File: config.mk
export PLATFORM = sky130hd
export DESIGN_NAME = alu_result_display
export DESIGN_NICKNAME = d
export VERILOG_FILES = /design/src/rtl/alu_disp_pkg.sv /design/src/rtl/seg7_encode.sv /design/src/rtl/alu_result_display.sv
export SDC_FILE = /design/constraint.sdc
export NUM_CORES = 1
export LEC_CHECK = 0
export ABC_AREA = 0
export CAP_MARGIN = 10
export CORE_UTILIZATION = 50
export CTS_CLUSTER_DIAMETER = 40
export DETAILED_ROUTE_END_ITERATION = 10
export GPL_TIMING_DRIVEN = 0
export PLACE_DENSITY = 0.74
export SLEW_MARGIN = 20
export SYNTH_ARGS = -nofsm -noshare
export SYNTH_HDL_FRONTEND = slang
export SYNTH_SLANG_ARGS = --single-unit
File: constraint.sdc
create_clock -name clk -period 6 [get_ports clk]
set_input_delay 0.9 -clock clk [delete_from_list [all_inputs] [get_ports clk]]
set_output_delay 0.9 -clock clk [all_outputs]
set_load 0.02 [all_outputs]
File: src/rtl/alu_disp_pkg.sv
// Shared types and constants for the ALU result display: FSM states,
// special digit codes, seven-segment patterns and conversion length.
package alu_disp_pkg;

    typedef enum logic [1:0] {
        IDLE,
        CONVERT,
        SHOW
    } state_t;

    localparam logic [3:0] DIG_MINUS = 4'hA;
    localparam logic [3:0] DIG_E     = 4'hE;
    localparam logic [3:0] DIG_BLANK = 4'hF;

    // Active-low {g,f,e,d,c,b,a}
    localparam logic [6:0] SEG_0     = 7'b1000000;
    localparam logic [6:0] SEG_1     = 7'b1111001;
    localparam logic [6:0] SEG_2     = 7'b0100100;
    localparam logic [6:0] SEG_3     = 7'b0110000;
    localparam logic [6:0] SEG_4     = 7'b0011001;
    localparam logic [6:0] SEG_5     = 7'b0010010;
    localparam logic [6:0] SEG_6     = 7'b0000010;
    localparam logic [6:0] SEG_7     = 7'b1111000;
    localparam logic [6:0] SEG_8     = 7'b0000000;
    localparam logic [6:0] SEG_9     = 7'b0010000;
    localparam logic [6:0] SEG_MINUS = 7'b0111111;
    localparam logic [6:0] SEG_E     = 7'b0000110;
    localparam logic [6:0] SEG_BLANK = 7'b1111111;

    localparam int CONV_ITERS = 6;

endpackage

File: src/rtl/seg7_encode.sv
// Combinational digit-code to active-low seven-segment pattern.
// Codes without a glyph (B, C, D) fall through to blank.
module seg7_encode
    import alu_disp_pkg::*;
(
    input  logic [3:0] digit,
    output logic [6:0] seg_n
);

    always_comb begin
        seg_n = SEG_BLANK;
        case (digit)
            4'd0:      seg_n = SEG_0;
            4'd1:      seg_n = SEG_1;
            4'd2:      seg_n = SEG_2;
            4'd3:      seg_n = SEG_3;
            4'd4:      seg_n = SEG_4;
            4'd5:      seg_n = SEG_5;
            4'd6:      seg_n = SEG_6;
            4'd7:      seg_n = SEG_7;
            4'd8:      seg_n = SEG_8;
            4'd9:      seg_n = SEG_9;
            DIG_MINUS: seg_n = SEG_MINUS;
            DIG_E:     seg_n = SEG_E;
            default:   seg_n = SEG_BLANK;
        endcase
    end

endmodule

File: src/rtl/alu_result_display.sv
// Captures the 6-bit ALU result, converts it to sign + two BCD digits with a
// serial double-dabble, and scans it onto a 4-digit common-anode display.
module alu_result_display
    import alu_disp_pkg::*;
#(
    parameter int REFRESH_DIV = 50000
) (
    input  logic       clk,
    input  logic       rst_n,
    input  logic       load,
    input  logic [5:0] value_in,
    input  logic       over_in,
    output logic       busy,
    output logic       disp_valid,
    output logic [6:0] seg_n,
    output logic [3:0] an_n
);

    localparam int             CW        = $clog2(REFRESH_DIV);
    localparam logic [CW-1:0]  CNT_MAX   = CW'(REFRESH_DIV - 1);
    localparam logic [2:0]     ITER_LAST = 3'(CONV_ITERS - 1);

    state_t      state;
    logic [2:0]  iter;
    logic [5:0]  mag;
    logic [1:0]  tens;
    logic [3:0]  ones;
    logic        cap_sign, cap_ovf;
    logic [1:0]  disp_tens;
    logic [3:0]  disp_ones;
    logic        disp_sign, disp_ovf;

    // One double-dabble step; tens tops out at 3 so only ones is adjusted.
    logic [3:0]  ones_adj, ones_nxt;
    logic [1:0]  tens_nxt;
    logic [5:0]  mag_nxt;

    always_comb begin
        ones_adj = (ones >= 4'd5) ? ones + 4'd3 : ones;
        tens_nxt = {tens[0], ones_adj[3]};
        ones_nxt = {ones_adj[2:0], mag[5]};
        mag_nxt  = {mag[4:0], 1'b0};
    end

    always_ff @(posedge clk or negedge rst_n) begin
        if (!rst_n) begin
            state      <= IDLE;
            busy       <= 1'b0;
            disp_valid <= 1'b0;
            iter       <= '0;
            mag        <= '0;
            tens       <= '0;
            ones       <= '0;
            cap_sign   <= 1'b0;
            cap_ovf    <= 1'b0;
            disp_tens  <= '0;
            disp_ones  <= '0;
            disp_sign  <= 1'b0;
            disp_ovf   <= 1'b0;
        end else begin
            case (state)
                IDLE, SHOW: begin
                    if (load) begin
                        cap_sign <= value_in[5];
                        mag      <= value_in[5] ? (~value_in + 6'd1) : value_in;
                        cap_ovf  <= over_in;
                        tens     <= '0;
                        ones     <= '0;
                        iter     <= '0;
                        busy     <= 1'b1;
                        state    <= CONVERT;
                    end
                end
                CONVERT: begin
                    tens <= tens_nxt;
                    ones <= ones_nxt;
                    mag  <= mag_nxt;
                    if (iter == ITER_LAST) begin
                        disp_tens  <= tens_nxt;
                        disp_ones  <= ones_nxt;
                        disp_sign  <= cap_sign;
                        disp_ovf   <= cap_ovf;
                        disp_valid <= 1'b1;
                        busy       <= 1'b0;
                        state      <= SHOW;
                    end else begin
                        iter <= iter + 3'd1;
                    end
                end
                default: state <= IDLE;
            endcase
        end
    end

    // Scan: the mux looks at the next select so an_n and seg_n switch together.
    logic [CW-1:0] cnt;
    logic [1:0]    sel, sel_nxt;
    logic [3:0]    dig_mux;
    logic [6:0]    seg_nxt;

    always_comb begin
        sel_nxt = (cnt == CNT_MAX) ? sel + 2'd1 : sel;
        dig_mux = DIG_BLANK;
        if (disp_valid) begin
            case (sel_nxt)
                2'd0: dig_mux = disp_ones;
                2'd1: dig_mux = (disp_tens == 2'd0) ? DIG_BLANK : {2'b00, disp_tens};
                2'd2: dig_mux = disp_sign ? DIG_MINUS : DIG_BLANK;
                2'd3: dig_mux = disp_ovf ? DIG_E : DIG_BLANK;
                default: dig_mux = DIG_BLANK;
            endcase
        end
    end

    seg7_encode u_enc (
        .digit (dig_mux),
        .seg_n (seg_nxt)
    );

    always_ff @(posedge clk or negedge rst_n) begin
        if (!rst_n) begin
            cnt   <= '0;
            sel   <= '0;
            an_n  <= 4'b1110;
            seg_n <= SEG_BLANK;
        end else begin
            cnt   <= (cnt == CNT_MAX) ? '0 : cnt + 1'b1;
            sel   <= sel_nxt;
            an_n  <= ~(4'b0001 << sel_nxt);
            seg_n <= seg_nxt;
        end
    end

endmodule

* Word level (Yosys, flattened, before mapping)
Memories as Yosys holds them, arrays and structs flattened. A register that Yosys moved wholly into a read port is not among the register bits. Cells that the tools add are included.
Cells by class: add/subtract/negate cells 5, order comparisons 1, eq/ne operators 10, shifts and indexed selects 1, mux-type cells 24, bitwise gates (word level) 2, reductions and logical operators 12
Operators by type and width (number):
- adder 16 x 1 -> 16 bit, second input constant | 1
- equality test 16 bit, second input constant | 1
- 2-to-1 mux 16 bit | 1
- 2-to-1 mux 4 bit | 4
- one-hot mux 4 bit (4 select lines) | 1
- 2-to-1 mux 6 bit | 2
- one-hot mux 6 bit (2 select lines) | 1
- 2-to-1 mux 3 bit | 3
- one-hot mux 4 bit (2 select lines) | 1
- AND reduction 2 bit | 4
- adder 6 x 1 -> 6 bit, second input constant | 1
- equality test 2 bit, second input constant | 3
- zero test 2 bit | 3
- 2-to-1 mux 2 bit | 3
- inequality test 2 bit, second input constant | 3
- inverter 6 bit | 1
- one-hot mux 3 bit (2 select lines) | 1
- AND reduction 3 bit | 2
- adder 4 x 2 -> 4 bit, second input constant | 1
- equality test 2 x 1 -> 1 bit, second input constant | 2
- >= comparator 4 x 3 -> 1 bit, second input constant | 1
- 2-to-1 mux 1 bit | 4
- inverter 4 bit | 1
- one-hot mux 1 bit (2 select lines) | 2
- 8 further kinds | 8
Word-level totals: register bits 50, memory bits (read-only) 112, input bits 10, output and inout port bits 13, logic and storage cells 72, memories 1
Memory list:
- (no name shown) | words 16, width 7, read ports 1, clocked after memory_dff 1, wr ports 0, RTL line seg7_encode.sv:12 | case (digit)

* Depth between registers and ports, before layout
word-level depth 5, mapped depth 12, depth with buffers taken out 11

* Modules after synthesis
A second synthesis with hierarchy kept.
Second synthesis, totals: cells, all modules 287, area total of the unflattened synthesis 2941.6 µm²
Modules (own cells, without submodules):
- alu_result_display | instances 1, cells an instance 259, area an instance 2697.6 µm², seq. area each 1438.9 µm²
- seg7_encode | instances 1, cells an instance 28, area an instance 244.0 µm², seq. area each 0.0 µm²

* Worst setup path after synthesis
Ideal clock, no wire load.
path kind flip-flop to flip-flop, start point register cnt[0], end point register seg_n[4], setup time 0.091 ns, arrival time 2.584 ns, data required time 5.909 ns, slack 3.325 ns, cell stages (with the launch flop) 12, path buffers 1, clock period less this slack 2.675 ns, path through dfrtp_1 > ha_1 > and3_1 > and4_1 > buf_6 > mux2_2 > or2_2 > and2_1 > ha_1 > nand3b_1 > o32a_1 > o31ai_1
On the way: cells in the longest elaborated chain, start to end 5, elaborated cells on any way between the ends 8, classes of those cells 4 x eq/ne; 3 x mux; 1 x reduce/logical
RTL lines:
- start, declared | RTL line alu_result_display.sv:96 | logic [CW-1:0] cnt;
- start signal, assigned | RTL line alu_result_display.sv:127 | cnt <= (cnt == CNT_MAX) ? '0 : cnt + 1'b1;
- equality test 16 bit (*) | RTL line alu_result_display.sv:102 | sel_nxt = (cnt == CNT_MAX) ? sel + 2'd1 : sel;
- 2-to-1 mux 2 bit (*) | RTL line alu_result_display.sv:102
- equality test 2 bit, or another cell as far along | RTL line alu_result_display.sv:105 | case (sel_nxt)
- one-hot mux 4 bit (4 select lines) (*) | RTL line alu_result_display.sv:105
- 2-to-1 mux 4 bit (*) | RTL line alu_result_display.sv:104 | if (disp_valid) begin
- end, declared | RTL line alu_result_display.sv:15 | output logic [6:0] seg_n,
Mark *: on every way between the ends. The rest lies on a longest branch, timed or not. A chain may end at the register's enable or synchronous reset.

* Worst setup path in the final report
Ends and elaborated chain as after synthesis.

==> parameters.txt <==
Parameter                              Value

Power and ir drop
  Static power due to leakage    roughly 0.0015 uW
  Switching Share    a little over a third
  Cell internal power dissipation    roughly 1000 uW
  Combinational share of power    36.8%
  Power density over cell area    about 450 nW/um2
  Sequential group share of total power    a little under two fifths
  Proportion of power drawn by the clock network    between 20% and 30%
  Sw Pwr    around 540 uW
  Peak supply drop    between 0.0002 and 0.00025 V

Worst hold path
  Hold path startpoint    mag[0]$_DFFE_PN0P_
  Type of the worst min-delay path    reg2reg
  End point of the most critical hold path    mag[0]$_DFFE_PN0P_
  Worst hold path cell count    2

Clock network
  Depth of the CTS H-tree    3
  Insertion delay of the later-clocked pin in the worst-skew pair    roughly 0.34 ns
  Post CTS Setup Buffer Count    0
  Root buffer selected by CTS    clkbuf_8
  Clock buffer count from CTS    9
  CTS-repair resized insts    0
  Sinks on Clock Net    57
  Longest Clk Path Bufs    2
  CTS tree    yes
  Clock slew at reported path FFs    0.07 ns
  CTS Hold Buffers Added    0

STA
  Clock period minus worst slack    between 2 and 3 ns
  Worst slew margin relative to its limit    54.72%
  Setup violators final    0
  Final Slew Violations    0
  Clock skew after layout    0.009507 ns
  Period Utilization, post-route    roughly half
  Final Hold Violating Endpoints    0
  Setup repair after global routing missed its margin    no
  Worst slew pin tran    between 0.6 and 0.7 ns
  Setup TNS after final layout    0 ns
  Timing-limited maximum frequency    around 340 MHz

Route
  Number of search-and-repair iterations in the first detailed-routing pass    4
  Wire length reported by the detailed router    5069 um
  Violation count after the first detailed-routing iteration    a little under 80
  Routed via count divided by cell count    between 5 and 6
  Via total after detailed routing    approximately 2,100
  DRT antenna net count    0
  Routed length per instance    between 10 and 15 um
  # DRC    0

Synth
  Register area share after synthesis    approximately half
  Number of flip-flops and latches in the synthesized netlist    between 50 and 60
  Gate count after technology mapping    286
  Largest cells by area after synthesis    dfrtp_1 41%, dfstp_2 9.1%, nand2_1 5.1%
  Mapped Nets    between 300 and 400
  Area of the mapped netlist    a little under 3000 um2
  Share of synthesized flip-flops with an asynchronous set or reset    100.0%
  Number of unique standard cell types used by synthesis    44
  Number of synthesized flops with an enable pin    0
  Top cells by instance count after synthesis    47 x dfrtp_1, 39 x nand2_1, 23 x nor2_1
  Cell with the most instances after synthesis    dfrtp_1
  Yosys synthesis warning count    0
  Area share of the largest cell type after synthesis    between 40% and 50%
  Ys flop type    dfrtp_1
  Average footprint of a synthesized cell    between 10 and 15 um2
  Area leader, netlist    dfrtp_1

Setup path
  Stage delay of the slowest cell on the critical path    ~0.4 ns
  Critical R2R Capture    seg_n[4]$_DFF_PN1_
  Cell mode on critical path    ha_1
  Worst path required time    between 6 and 7 ns
  Cell breakdown of the critical path    ha_1 -> and3_1 -> and4_1 -> buf_6 -> mux2_2 -> or2_2 -> and2_1 -> ha_1 -> nand3b_1 -> o32a_1 -> o31ai_1
  Worst-path cell with the longest stage delay    dfrtp_1
  R2r setup slk    slightly above 3 ns
  Critical Path Fanout Max    10
  Signal arrival time at the worst endpoint    3.16 ns
  Endpoint kind of the worst setup timing path    flip-flop
  R2R depth    11
  Worst setup path class    reg2reg
  Critical register-to-register path startpoint    cnt[0]$_DFF_PN0_
  Launching element type of the critical path    flip-flop

Cells and area
  Number of nets in the finished design    340
  Footprint of the multi-input gates    roughly 1400 um2
  Number of inserted diodes    0
  Register cell area after layout    1439 um2
  Final core utilization    61.72%
  FILL cells    approximately 480
  Area Overhead vs Synth    18.62%
  Fraction of layout instances using a drive strength above 1    a little over an eighth

Floorplan
  Number of core rows    27
  Die area    6073 um2
  Starting density of the core    a little over half
  Width of the die    approximately 78 um
  Number of top-level pins    23
  Core ar.    ~5500 um2
  Overall die height    ~78 um

Global route
  All-layer global routing usage    approximately a fifth
  Largest net degree at the start of global routing    58
  Global-route wire length before repair    slightly above 9000 um
  Total grt overflow    0
  Via count of the first global-routing pass    2,008
  Initial antenna violation count    0

Job
  MaxCap Viol Count    0

Place
  Weighted congestion reported at the end of routability-driven placement    0.8059
  Number of buffers inserted by port buffering    22
  DP HPWL    about 3600 um

Run status
  Outcome    completed
-- worst max-delay path, delay by kind of cell, from the launching register on --
family                   cells  cell delay [ns]
AO/OA/AOI/OAI                2             0.39
adder cells (fa/ha/maj)      2             0.38
buffers and inverters        1             0.16
flip-flops                   1             0.39
multiplexers                 1             0.35
AND/OR/NAND/NOR              5             1.14
-- final cells by class --
class,count,share of cell area (%)
timing repair buffer,22,6.367
multi-input combinational,207,39.55
buffer,11,1.464
clock buffer,10,4.025
inverter,11,1.207
sequential,57,42.08
clock inverter,6,2.671
tap,72,2.634
-- per-layer routing --
layer	GRT usage [%]	routed length [um]	share of wire, %
met5	0	0	0
met3	3.882	172	3.4
met2	31.86	2441	48
met4	11.85	148	2.9
met1	22.84	2306	45
-- placed cells by master, fill, tap and decap left out, types with 2 or more instances in the layout --
| master | count |
|---|---|
| a21oi_1 | 8 |
| a221o_1 | 2 |
| a22o_1 | 4 |
| a22oi_1 | 4 |
| a32oi_1 | 2 |
| and3_1 | 4 |
| bufinv_16 | 2 |
| clkbuf_1 | 9 |
| clkbuf_8 | 10 |
| clkdlybuf4s50_1 | 21 |
| clkinvlp_4 | 3 |
| dfrtp_1 | 47 |
| dfstp_2 | 10 |
| ha_1 | 11 |
| inv_1 | 11 |
| mux2_2 | 7 |
| mux2_4 | 2 |
| mux2i_1 | 4 |
| nand2_1 | 39 |
| nand2b_1 | 9 |
| nand3_1 | 11 |
| nor2_1 | 23 |
| nor2b_1 | 6 |
| nor3_1 | 6 |
| nor3b_1 | 2 |
| o211ai_1 | 3 |
| o21ai_0 | 19 |
| o31ai_1 | 3 |
| or2_2 | 3 |
| xnor2_1 | 11 |
| xor2_1 | 9 |
-- registers in the layout, summed over array words and instances (netlist names), 3 cells and up --
| signal | count |
|---|---|
| an_n | 4 |
| cnt | 16 |
| disp_ones | 4 |
| iter | 3 |
| mag | 6 |
| ones | 4 |
| seg_n | 7 |
-- cell families after synthesis --
logic type | share of synthesized area [%]
AO/OA/AOI/OAI | 11.24
flip-flops | 49.91
adder cells (fa/ha/maj) | 4.774
XOR/XNOR | 6.076
multiplexers | 5.642
AND/OR/NAND/NOR | 19.18
buffers and inverters | 3.168
-- power groups by stage --
| stage | clock network (uW) | registers (uW) | logic (uW) |
|---|---|---|---|
| floorplan | 0 | 600 | 390 |
| CTS | 413 | 576 | 577 |
| detailed placement | 0 | 582 | 572 |
| finish | 407 | 576 | 572 |
| global route | 430 | 590 | 654 |
| global placement | 0 | 577 | 556 |
-- worst max-delay path by stage --
stage	startpoint	endpoint	slack (ns)	cells after the start
after global routing	cnt[0]$_DFF_PN0_	seg_n[4]$_DFF_PN1_	2.90	11
after global placement	rst_n	mag[1]$_DFFE_PN0P_	2.35	1
after detailed placement	cnt[0]$_DFF_PN0_	seg_n[4]$_DFF_PN1_	3.11	11
after CTS	cnt[0]$_DFF_PN0_	seg_n[4]$_DFF_PN1_	3.07	11
final	cnt[0]$_DFF_PN0_	seg_n[4]$_DFF_PN1_	3.08	11
after floorplan	cnt[0]$_DFF_PN0_	seg_n[4]$_DFF_PN1_	3.32	11
-- stage by stage --
step | instance area (um2) | setup WS [ns] | std cells | power, uW | hold WS (ns)
floorplan | 2883 | 3.325 | 286 | 989.6 | 0.4417
global placement | 3193 | 2.347 | 380 | 1133 | 0.4643
detailed placement | 3191 | 3.108 | 380 | 1154 | 0.4719
CTS | 3420 | 3.072 | 396 | 1567 | 0.4842
global route | 3420 | 2.905 | 396 | 1674 | 0.5031
finish | 3420 | 3.076 | 396 | 1555 | 0.4840
(Power assumes the default switching activity.)
